`src/rtl/xnor_popcount_acc.sv`:
```
// rtl/xnor_popcount_acc.sv - XNOR/popcount frame accumulator with saturation and optional thresholding
// Optional feature: define XNOR_PC_THRESH_EN to drive obit from (frame sum >= iTHRESH).
module xnor_popcount_acc #(
  parameter int WL    = 112,
  parameter int ACC_W = 16,
  parameter int CNT_W = 8
) (
  input  logic                    iCLK,
  input  logic                    iRSTn,
  input  logic                    iEN,
  input  logic                    iFIRST,
  input  logic                    iLAST,
  input  logic                    iMODE,
  input  logic [$clog2(WL)-1:0]   iADDR,
  input  logic [WL-1:0]           idata,
  input  logic [WL-1:0]           iweight,
  input  logic [ACC_W-1:0]        iTHRESH,
  output logic [ACC_W-1:0]        odata,
  output logic                    oEN,
  output logic                    oSAT,
  output logic                    obit,
  output logic                    oBUSY,
  output logic [CNT_W-1:0]        oCNT
);

  localparam int PW = $clog2(WL + 1);
  // One spare bit above the wider operand so an overflow is always visible.
  localparam int SW = ((ACC_W > PW) ? ACC_W : PW) + 1;

  typedef enum logic {IDLE, ACCUM} state_t;

  state_t            state, state_next;
  logic [WL-1:0]     x;
  logic [PW-1:0]     p;
  logic [PW-1:0]     s1_p;
  logic              s1_first, s1_last, s1_en;
  logic [ACC_W-1:0]  acc, acc_next;
  logic              sat, sat_next;
  logic [CNT_W-1:0]  cnt, cnt_next;
  logic [SW-1:0]     sum;
  logic              clip;
  logic              bit_next;

  assign x = ~(idata ^ iweight);

  always_comb begin
    p = '0;
    if (iMODE) begin
      p = PW'(x[iADDR]);
    end else begin
      for (int i = 0; i < WL; i++) begin
        p = p + PW'(x[i]);
      end
    end
  end

  always_comb begin
    sum      = (s1_first ? SW'(0) : SW'(acc)) + SW'(s1_p);
    clip     = |sum[SW-1:ACC_W];
    acc_next = clip ? {ACC_W{1'b1}} : sum[ACC_W-1:0];
    sat_next = (s1_first ? 1'b0 : sat) | clip;
    cnt_next = s1_first ? CNT_W'(1) : cnt + CNT_W'(1);
    state_next = state;
    if (s1_last) begin
      state_next = IDLE;
    end else if (s1_first) begin
      state_next = ACCUM;
    end
  end

`ifdef XNOR_PC_THRESH_EN
  assign bit_next = (acc_next >= iTHRESH);
`else
  logic unused_thresh;
  assign unused_thresh = ^iTHRESH;
  assign bit_next      = 1'b0;
`endif

  always_ff @(posedge iCLK or negedge iRSTn) begin
    if (!iRSTn) begin
      s1_p     <= '0;
      s1_first <= 1'b0;
      s1_last  <= 1'b0;
      s1_en    <= 1'b0;
      acc      <= '0;
      sat      <= 1'b0;
      cnt      <= '0;
      state    <= IDLE;
      odata    <= '0;
      oEN      <= 1'b0;
      oSAT     <= 1'b0;
      obit     <= 1'b0;
      oBUSY    <= 1'b0;
      oCNT     <= '0;
    end else begin
      s1_p     <= p;
      s1_first <= iFIRST;
      s1_last  <= iLAST;
      s1_en    <= iEN;
      oEN      <= 1'b0;
      if (s1_en) begin
        acc   <= acc_next;
        sat   <= sat_next;
        cnt   <= cnt_next;
        state <= state_next;
        oBUSY <= (state_next == ACCUM);
        if (s1_last) begin
          odata <= acc_next;
          oSAT  <= sat_next;
          oCNT  <= cnt_next;
          obit  <= bit_next;
          oEN   <= 1'b1;
        end
      end
    end
  end

endmodule

```
`config.mk`:
```
export PLATFORM = sky130hd
export DESIGN_NAME = xnor_popcount_acc
export DESIGN_NICKNAME = d
export VERILOG_FILES = /design/src/rtl/xnor_popcount_acc.sv
export SDC_FILE = /design/constraint.sdc
export NUM_CORES = 1
export LEC_CHECK = 0
export BUFFER_PORTS_ARGS = -buffer_cell sky130_fd_sc_hd__buf_2
export CORE_ASPECT_RATIO = 1.5
export CORE_MARGIN = 8
export CORE_UTILIZATION = 40
export DETAILED_ROUTE_END_ITERATION = 8
export GPL_ROUTABILITY_DRIVEN = 0
export PLACE_DENSITY = 0.67
export SETUP_SLACK_MARGIN = 0.05
export SLEW_MARGIN = 20
export SYNTH_ARGS = -nofsm -noshare
export SYNTH_HDL_FRONTEND = slang
export SYNTH_SLANG_ARGS = --single-unit
```
`constraint.sdc`:
```
create_clock -name iCLK -period 4.5 [get_ports iCLK]
set_clock_uncertainty 0.2 [all_clocks]
set_input_delay 0.9 -clock iCLK [delete_from_list [all_inputs] [get_ports iCLK]]
set_output_delay 0.9 -clock iCLK [all_outputs]
set_load 0.02 [all_outputs]
```
==> metrics.csv, run 1 <==
metric;value;unit
share of the synthesized area in the top cell type;25.7;%
hold crit path type;flip-flop to flip-flop;
CP Launch Type;input port;
Area Overhead vs Synth;34.1;%
failing checks;negative setup slack;
initial core utilization;40.3;%
fmax;138;MHz
largest net degree at the start of global routing;51;
initial DRC count;411;
row count;63;
number of synthesized flops with an enable pin;0;
cell count after synthesis;788;
ys flop type;dfrtp_1;
Fin. Hold Viols;0;
syn avg cell area;10.0;um2
Worst EP arrival;7.27;ns
max_cap viols;0;
Distinct cells, synth;63;
top post-synthesis cells by area;fa_1 26%, dfrtp_1 20%, xnor2_1 7.3%;
Worst setup EP type;flip-flop;
CTS root buf;clkbuf_16;
count leader, synth;inv_1;
design area;10600;um2
die width;131;um
residual DRC count;0;
min cycle time layout;7.25;ns
Yosys reg bits;62;
fin worst setup slack;-2.75;ns
status;finished, violations left;
Antenna Cells;0;
chip height;188;um
DIE AREA;24500;um2
crit-path max FO;2;
Fin Setup TNS;-17.05;ns
total core area;19500;um2
Nets;1486;
max_slew headroom;43.7;%
Worst Max-Slew Pin Slew;0.844;ns
Synth area leader;fa_1;
Reg clk slew, reported paths;0.06;ns
hold slack;0.267;ns
critical path data required time;4.52;ns
detailed-route via count;6755;
RSZ-0062 raised after global routing;true;
Setup Viol. Count Final;7;
clk_lat worst skew;0.33;ns
First-pass DRT Iterations;4;
CP Class;input port to flip-flop;
dpl cell area;9950;um2
global route overflow;0;
CTS tree;done;
clock buffer depth;2;
sequential cell area fraction in the yosys report;19.7;%
number of global-route vias before repair;7788;
Via density;4.93;
fillers;1815;
top post-synthesis cells by count;150 x inv_1, 101 x fa_1, 66 x xnor2_1;
layout cells sized above 1;39.2;%
Post-synth ARST share;100;%
Total GRT Usage;20.7;%
hpwl dp;21700;um
mapped cell area;7880;um2
final WL;24900;um
fin. max-slew vios;0;
CTS Sinks;62;
first-pass GRT wire length;38900;um
post-route non-filler standard cell count;1371;
Synth Net Count;1168;
initial antenna violation count;1;
YS warnings;0;
htree depth;3;
antenna-violating nets left;0;
WL/cell;18.2;um
io pins;281;
Placed Cells;1349;
total CTS buffers;9;
Period Utilization, post-route;161;%
IO buf count;263;
[path summary, 6_finish.rpt]
path	from	to	slack [ns]	cells past startpoint
setup / recovery	iweight[29]	s1_p[6]$_DFF_PN0_	-2.75	24
hold / removal	oCNT[5]$_DFFE_PN0P_	oCNT[5]$_DFFE_PN0P_	0.27	2
setup reg to reg	s1_first$_DFF_PN0_	acc[11]$_DFFE_PN0P_	0.95	11
hold reg to reg	oCNT[5]$_DFFE_PN0P_	oCNT[5]$_DFFE_PN0P_	0.27	2
max in group asynchronous	iRSTn	s1_p[4]$_DFF_PN0_	2.79	2
min in group asynchronous	iRSTn	oCNT[5]$_DFFE_PN0P_	0.47	1
[layer usage]
| layer | GRT usage (%) | share of wire (%) |
|---|---|---|
| met1 | 22.2 | 35 |
| met2 | 38.0 | 55 |
| met3 | 3.92 | 6.0 |
| met4 | 8.78 | 3.8 |
| met5 | 0 | 0.044 |
[critical path: stages]
cell and delay (ns):
buf_6 0.10, xor2_2 0.18, fa_1 0.57, inv_2 0.05, fa_1 0.57, inv_2 0.05, fa_1 0.52, inv_1 0.05
fa_1 0.49, inv_1 0.05, fa_1 0.50, fa_1 0.43, fa_1 0.51, fa_1 0.43, fa_1 0.50, inv_2 0.04
ha_4 0.15, fa_2 0.37, a21o_1 0.19, a21oi_2 0.13, o21bai_1 0.10, a21oi_2 0.14, xor2_1 0.16, nor2_1 0.06
[flip-flops by register name (all words and copies together) (netlist names)]
signal,cells
state,1
s1_en,1
oEN,1
acc,16
sat,1
s1_p,7
s1_last,1
oSAT,1
odata,16
s1_first,1
oCNT,8
cnt,8
[layout make-up]
type | count | area (um2) | share of cell area, %
Clock inverter | 5 | 58.8 | 0.556
Tap cell | 260 | 325 | 3.08
Inverter | 152 | 571 | 5.40
Clock buffer | 11 | 243 | 2.30
Sequential cell | 62 | 1550 | 14.7
Timing Repair Buffer | 333 | 1900 | 18.0
Multi-Input combinational cell | 548 | 5920 | 56.0
[stage by stage]
stage	setup WS [ns]	utilization [%]
2_1_floorplan	-2.78	-
6_report	-2.75	54.1
3_5_place_dp	-3.20	50.9
5_1_grt	-2.96	54.1
3_3_place_gp	-3.12	50.9
4_1_cts	-2.75	53.8
[placed cells by master (no fill, tap or decap), types with 12 or more instances in the layout]
master	instances
buf_4	65
xnor2_1	50
nor2_1	43
xor2_1	55
inv_2	14
buf_2	257
a21oi_1	27
mux4_2	25
nor2b_1	15
nand2_1	38
fa_1	97
xnor2_2	12
ha_1	25
inv_1	138
dfrtp_1	62
[logic make-up (layout without fill, tap and decap cells)]
logic type | after synthesis | count (layout) | synth area share [%]
muxes | 38 | 38 | 8.89
adders and majority gates | 127 | 127 | 29.8
other | 1 | 1 | 0.0476
DFF | 62 | 62 | 19.7
AOI/OAI and AO/OA | 109 | 109 | 9.62
xor gates and xnor gates | 131 | 131 | 14.6
and+or+nand+nor | 142 | 142 | 8.70
buffers and inverters | 178 | 501 | 8.70
[timing repair]
item,CTS,global route
pin swaps,10,5
resized for setup,36,13
buffers inserted,6,0
hold buffers,0,0
endpoints found under the setup margin,7,7
Power of run 1 is not shown: default switching activity piles up to over one toggle a cycle in this logic, so the estimate is an artifact.
==> run 2, diff against run 1 <==
Settings changed: ABC_AREA from default to 1, PLACE_DENSITY 0.67 to 0.66.
==> run 2 against run 1 <==
Against the previous run: core utilization shrank 0.093 points; die area grew 7.1%; global-route usage grew 0.32 points; largest cell class unchanged; cell count grew 28%; sequential share of layout area shrank 0.97 points; clock-buffer cell count grew 1; the run still ends with negative setup slack left; non-clock buffer count grew 33.
==> metrics.csv, run 2 <==
metric;value;unit;change
Worst R2R Start;s1_first$_DFF_PN0_;;unchanged
design area;11300;um2;was 10,600 um2
global route overflow;0;;unchanged
Critical Path Stages;28;;was 24
max_slew headroom;49.0;%;was 43.7%
multiplexer share of the synthesized area;0;%;was 8.89%
WL/cell;15.6;um;was 18.2 um
fillers;2046;;was 1,815
row count;65;;was 63
IO buf count;263;;unchanged
hpwl dp;23600;um;was 21,700 um
fmax;132;MHz;was 138 MHz
min cycle time layout;7.56;ns;was 7.25 ns
detailed-route via count;8400;;was 6,755
clock buffer depth;2;;unchanged
initial antenna violation count;1;;unchanged
antenna-violating nets left;0;;unchanged
chip height;195;um;was 188 um
YS warnings;0;;unchanged
htree depth;3;;unchanged
First-pass DRT Iterations;6;;was 4
DIE AREA;26300;um2;was 24,500 um2
area occupied by registers;1550;um2;about the same
commonest non-fill, non-tap cell in the layout;buf_2;;unchanged
failing checks;negative setup slack;;unchanged
Post-synth ARST share;100;%;unchanged
Setup Viol. Count Final;7;;unchanged
CTS Sinks;62;;unchanged
min-delay src;odata[5]$_DFFE_PN0P_;;was oCNT[5]$_DFFE_PN0P_
top post-synthesis cells by count;241 x nand2_1, 233 x inv_1, 175 x nand3_1;;was 150 x inv_1, 101 x fa_1, 66 x xnor2_1
mapped cell area;8500;um2;was 7880 um2
CP Launch Type;input port;;unchanged
residual DRC count;0;;unchanged
crit-path max FO;2;;unchanged
CTS tree;done;;unchanged
RSZ-0062 raised after global routing;true;;unchanged
cts hold-fix bufs;0;;unchanged
largest net degree at the start of global routing;57;;was 51
Synth Net Count;1522;;was 1,168
Worst EP arrival;7.58;ns;was 7.27 ns
post-synthesis compound-gate area fraction;4.72;%;was 9.62%
fin. max-slew vios;0;;unchanged
hold slack;0.273;ns;was 0.267 ns
commonest cells after routing, fill and taps aside;260 x buf_2, 239 x nand2_1, 215 x inv_1, 175 x nand3_1, 100 x buf_4;;was 257 x buf_2, 138 x inv_1, 97 x fa_1, 65 x buf_4, 62 x dfrtp_1
Reg clk slew, reported paths;0.05;ns;was 0.06 ns
clk_lat worst skew;0.33;ns;about the same
CTS root buf;clkbuf_16;;unchanged
XOR/XNOR share of the synthesized area;7.00;%;was 14.6%
status;finished, violations left;;unchanged
max_cap viols;0;;unchanged
initial core utilization;40.5;%;was 40.3%
Worst Hold Depth;2;;unchanged
Reg2Reg Capture Point;acc[12]$_DFFE_PN0P_;;was acc[11]$_DFFE_PN0P_
Reg2Reg Depth;11;;unchanged
Synth area leader;fa_1;;unchanged
syn avg cell area;7.45;um2;was 10.0 um2
Via density;4.78;;was 4.93
adder-cell share of the synthesized area;27.6;%;was 29.8%
Distinct cells, synth;42;;was 63
reg2reg setup slack;1.41;ns;was 0.95 ns
share of the synthesized area in the top cell type;23.8;%;was 25.7%
ys flop type;dfrtp_1;;unchanged
Worst Max-Slew Pin Slew;0.766;ns;was 0.844 ns
Nets;1866;;was 1,486
Area Overhead vs Synth;33.2;%;was 34.1%
CP top delay family;adder cells;;unchanged
cell count after synthesis;1142;;was 788
CP Buf/Inv Count;7;;was 6
Fin. Hold Viols;0;;unchanged
number of synthesized flops with an enable pin;0;;unchanged
Worst setup EP type;flip-flop;;unchanged
number of global-route vias before repair;9026;;was 7,788
count leader, synth;nand2_1;;was inv_1
total core area;21000;um2;was 19,500 um2
largest family of logic cells by synthesized area;simple AND/OR/NAND/NOR gates;;was adder cells
Crit path largest cell delay;0.57;ns;about the same
Slowest cell on crit path;fa_2;;was fa_1
Antenna Cells;0;;unchanged
Total GRT Usage;21.0;%;was 20.7%
top post-synthesis cells by area;fa_1 24%, dfrtp_1 18%, nand2_1 11%;;was fa_1 26%, dfrtp_1 20%, xnor2_1 7.3%
utilization after layout;54.0;%;was 54.1%
Period Utilization, post-route;168;%;was 161%
final WL;27400;um;was 24,900 um
die width;135;um;was 131 um
first-pass GRT wire length;43800;um;was 38,900 um
sequential cell area fraction in the yosys report;18.2;%;was 19.7%
total CTS buffers;9;;unchanged
Worst Hold End;odata[5]$_DFFE_PN0P_;;was oCNT[5]$_DFFE_PN0P_
hold crit path type;flip-flop to flip-flop;;unchanged
largest registers;acc: 16 flops, odata: 16 flops;;unchanged
layout cells sized above 1;33.3;%;was 39.2%
Fin Setup TNS;-17.78;ns;was -17.05 ns
Yosys reg bits;62;;unchanged
Synth Area in Simple Gates;29.9;%;was 8.70%
io pins;281;;unchanged
critical path data required time;4.52;ns;about the same
dpl cell area;10800;um2;was 9950 um2
CP Class;input port to flip-flop;;unchanged
fin worst setup slack;-3.06;ns;was -2.75 ns
initial DRC count;410;;was 411
area of the multi-input gates;6100;um2;was 5920 um2
==> run 2: cell types whose count changed in the layout (fill, tap and decap cells not counted), sizes merged, moves of 25 or more <==
cell,delta
nand3,+167
and2,+33
xnor2,-60
mux4,-25
inv,+82
nand2,+209
buf,+33
or2,+27
==> run 2: how the worst max path moves through the flow <==
| stage | start | to |
|---|---|---|
| 4_1_cts | idata[41] | s1_p[6]$_DFF_PN0_ |
| 5_1_grt | iweight[39] | s1_p[6]$_DFF_PN0_ |
| 3_5_place_dp | iweight[11] | s1_p[6]$_DFF_PN0_ |
| 6_report | iweight[39] | s1_p[6]$_DFF_PN0_ |
| 3_3_place_gp | iweight[11] | s1_p[6]$_DFF_PN0_ |
| 2_1_floorplan | iweight[43] | s1_p[6]$_DFF_PN0_ |
==> run 2: timing repair <==
action | in CTS | in global routing
setup buffers | 6 | 6
gates resized for setup | 26 | 26
pin swaps | 26 | 25
setup endpoints to repair | 7 | 7
==> run 2: per-layer routing <==
layer | track usage [%] | share of wire, %
met5 | 0 | 0.044
met4 | 9.12 | 4.2
met3 | 4.28 | 6.6
met2 | 40.1 | 53
met1 | 21.2 | 36
==> run 2: worst register-to-register path, cell delays in order, from the launching register on <==
cell and delay (ns):
dfrtp_1 0.59, nor2_1 0.21, ha_1 0.20, inv_1 0.07, fa_1 0.45, o21ai_2 0.24, nand4_2 0.13, nand2_2 0.22
nand4_4 0.32, nand3_1 0.23, nand2_1 0.06, o21ai_0 0.09
==> run 2: kinds of logic after synthesis <==
kind of cell / after synthesis
buf+inv: 270
compound gates: 72
fa+ha+maj: 127
xor+xnor: 68
other cells: 1
simple gates: 542
flops: 62
==> run 2: area by class of cell <==
type,count,area share (%)
multi-input combinational,810,53.9
timing repair buffer,366,18.8
sequential,62,13.7
inverter,237,7.87
tap,268,2.96
clock buffer,12,2.18
clock inverter,4,0.619
==> run 2: metrics by stage <==
step / std cells / setup WS (ns)
after floorplan: 1142 / -2.96
after global placement: 1736 / -3.29
after detailed placement: 1736 / -3.32
after CTS: 1757 / -2.96
after global routing: 1759 / -3.36
final: 1759 / -3.06
Power of run 2 is left out for the same reason.
==> run 3, diff against run 2 <==
Settings changed: SKIP_CTS_REPAIR_TIMING from default to 1.
==> run 3 against run 2 <==
Against the previous run: the flow still finishes with violations (negative setup slack); fmax grew 0.79%; worst setup slack better by 0.059 ns; via count is 0.75% lower; cell count down 0.23%; global-route usage is 0.22 points lower; core utilization down 0.51 points; register-to-register slack about the same; die area unchanged; final area is 0.95% lower; non-clock buffer count fell by 4; clock-buffer cell count stayed put; critical path depth down 2; critical path type unchanged; highest routed layer unchanged.
==> metrics.csv, run 3 (synthesized netlist as in run 2, its figures left out) <==
metric;value;unit;change
Via density;4.75;;was 4.78
global route overflow;0;;unchanged
clock buffer depth;2;;unchanged
CTS root buf;clkbuf_16;;unchanged
layout cells sized above 1;31.8;%;was 33.3%
commonest non-fill, non-tap cell in the layout;buf_2;;unchanged
Reg clk slew, reported paths;0.05;ns;about the same
Period Utilization, post-route;167;%;was 168%
initial core utilization;40.5;%;unchanged
fin worst setup slack;-3.00;ns;was -3.06 ns
Area Overhead vs Synth;31.9;%;was 33.2%
design area;11200;um2;was 11,300 um2
fmax;133;MHz;was 132 MHz
Worst EP arrival;7.52;ns;was 7.58 ns
IO buf count;263;;unchanged
failing checks;negative setup slack;;unchanged
largest net degree at the start of global routing;57;;unchanged
Antenna Cells;0;;unchanged
CTS tree;done;;unchanged
Total GRT Usage;20.8;%;was 21.0%
WL/cell;15.6;um;about the same
dpl cell area;10800;um2;unchanged
commonest cells after routing, fill and taps aside;261 x buf_2, 240 x nand2_1, 222 x inv_1, 175 x nand3_1, 97 x buf_4;;was 260 x buf_2, 239 x nand2_1, 215 x inv_1, 175 x nand3_1, 100 x buf_4
initial antenna violation count;1;;unchanged
CP Launch Type;input port;;unchanged
chip height;195;um;unchanged
clk_lat worst skew;0.33;ns;about the same
crit-path max FO;2;;unchanged
hpwl dp;23600;um;unchanged
number of global-route vias before repair;8919;;was 9,026
min cycle time layout;7.50;ns;was 7.56 ns
Setup Viol. Count Final;7;;unchanged
antenna-violating nets left;0;;unchanged
First-pass DRT Iterations;5;;was 6
critical path data required time;4.52;ns;about the same
hold crit path type;flip-flop to flip-flop;;unchanged
Nets;1862;;was 1,866
io pins;281;;unchanged
initial DRC count;404;;was 410
Worst Max-Slew Pin Slew;0.772;ns;was 0.766 ns
RSZ-0062 raised after global routing;true;;unchanged
DIE AREA;26300;um2;unchanged
status;finished, violations left;;unchanged
total CTS buffers;9;;unchanged
Fin. Hold Viols;0;;unchanged
max_slew headroom;48.5;%;was 49.0%
max_cap viols;0;;unchanged
detailed-route via count;8337;;was 8,400
first-pass GRT wire length;43300;um;was 43,800 um
htree depth;3;;unchanged
residual DRC count;0;;unchanged
row count;65;;unchanged
total core area;21000;um2;unchanged
largest registers;acc: 16 flops, odata: 16 flops;;unchanged
final WL;27300;um;was 27,400 um
CP Class;input port to flip-flop;;unchanged
Worst setup EP type;flip-flop;;unchanged
fin. max-slew vios;0;;unchanged
die width;135;um;unchanged
CTS Sinks;62;;unchanged
run 3: cell types whose count changed in the layout (fill, tap and decap cells not counted), moves of 2 or more:
cell,change
fa_1,+8
inv_2,-7
buf_4,-3
buf_6,-2
fa_2,-8
inv_1,+7
run 3: final timing paths:
check	from	end	slack (ns)	depth (start not counted)
min reg2reg	odata[5]$_DFFE_PN0P_	odata[5]$_DFFE_PN0P_	0.27	2
max	idata[87]	s1_p[6]$_DFF_PN0_	-3.00	26
min in group asynchronous	iRSTn	oCNT[4]$_DFFE_PN0P_	0.45	1
max in group asynchronous	iRSTn	odata[15]$_DFFE_PN0P_	2.78	2
min	odata[5]$_DFFE_PN0P_	odata[5]$_DFFE_PN0P_	0.27	2
max reg2reg	s1_first$_DFF_PN0_	acc[7]$_DFFE_PN0P_	1.41	11
run 3: final cells by class:
cell class                 instances  area (um2)
fill                            2071        9770
sequential                        62        1550
clock buffer                      12         246
clock inverter                     4        70.1
tap                              268         335
inverter                         237         891
multi-input combinational        810        6030
timing repair buffer             362        2090
run 3: routing by layer:
metal	routed length (um)	global-route usage (%)
met5	12	0
met4	1080	9.04
met3	1780	4.26
met2	14600	39.6
met1	9840	21.0
run 3: critical path, cell delays in order:
cell,delay [ns]
buf_6,0.09
or2_4,0.24
and2_4,0.14
fa_1,0.50
fa_1,0.53
inv_2,0.05
fa_1,0.55
inv_1,0.05
fa_1,0.47
fa_1,0.58
fa_1,0.45
fa_1,0.57
fa_1,0.43
fa_1,0.51
inv_2,0.05
ha_4,0.16
fa_2,0.37
a21oi_2,0.17
nor2_2,0.07
nor2_1,0.11
nor2_1,0.06
nor2_1,0.09
inv_1,0.05
a21oi_2,0.13
xor2_1,0.14
nor2_1,0.06
run 3: per-stage QoR:
step / worst slack (ns) / instances / utilization [%] / setup TNS [ns] / hold WS (ns)
after floorplan: -2.96 / 1142 / - / -17.25 / 0.253
after global placement: -3.29 / 1736 / 51.5 / -19.93 / 0.257
after detailed placement: -3.32 / 1736 / 51.5 / -20.21 / 0.263
after CTS: -2.99 / 1752 / 53.0 / -17.89 / 0.277
after global routing: -3.31 / 1755 / 53.5 / -19.42 / 0.309
final: -3.00 / 1755 / 53.5 / -17.95 / 0.273
Power of run 3 is left out for the same reason.
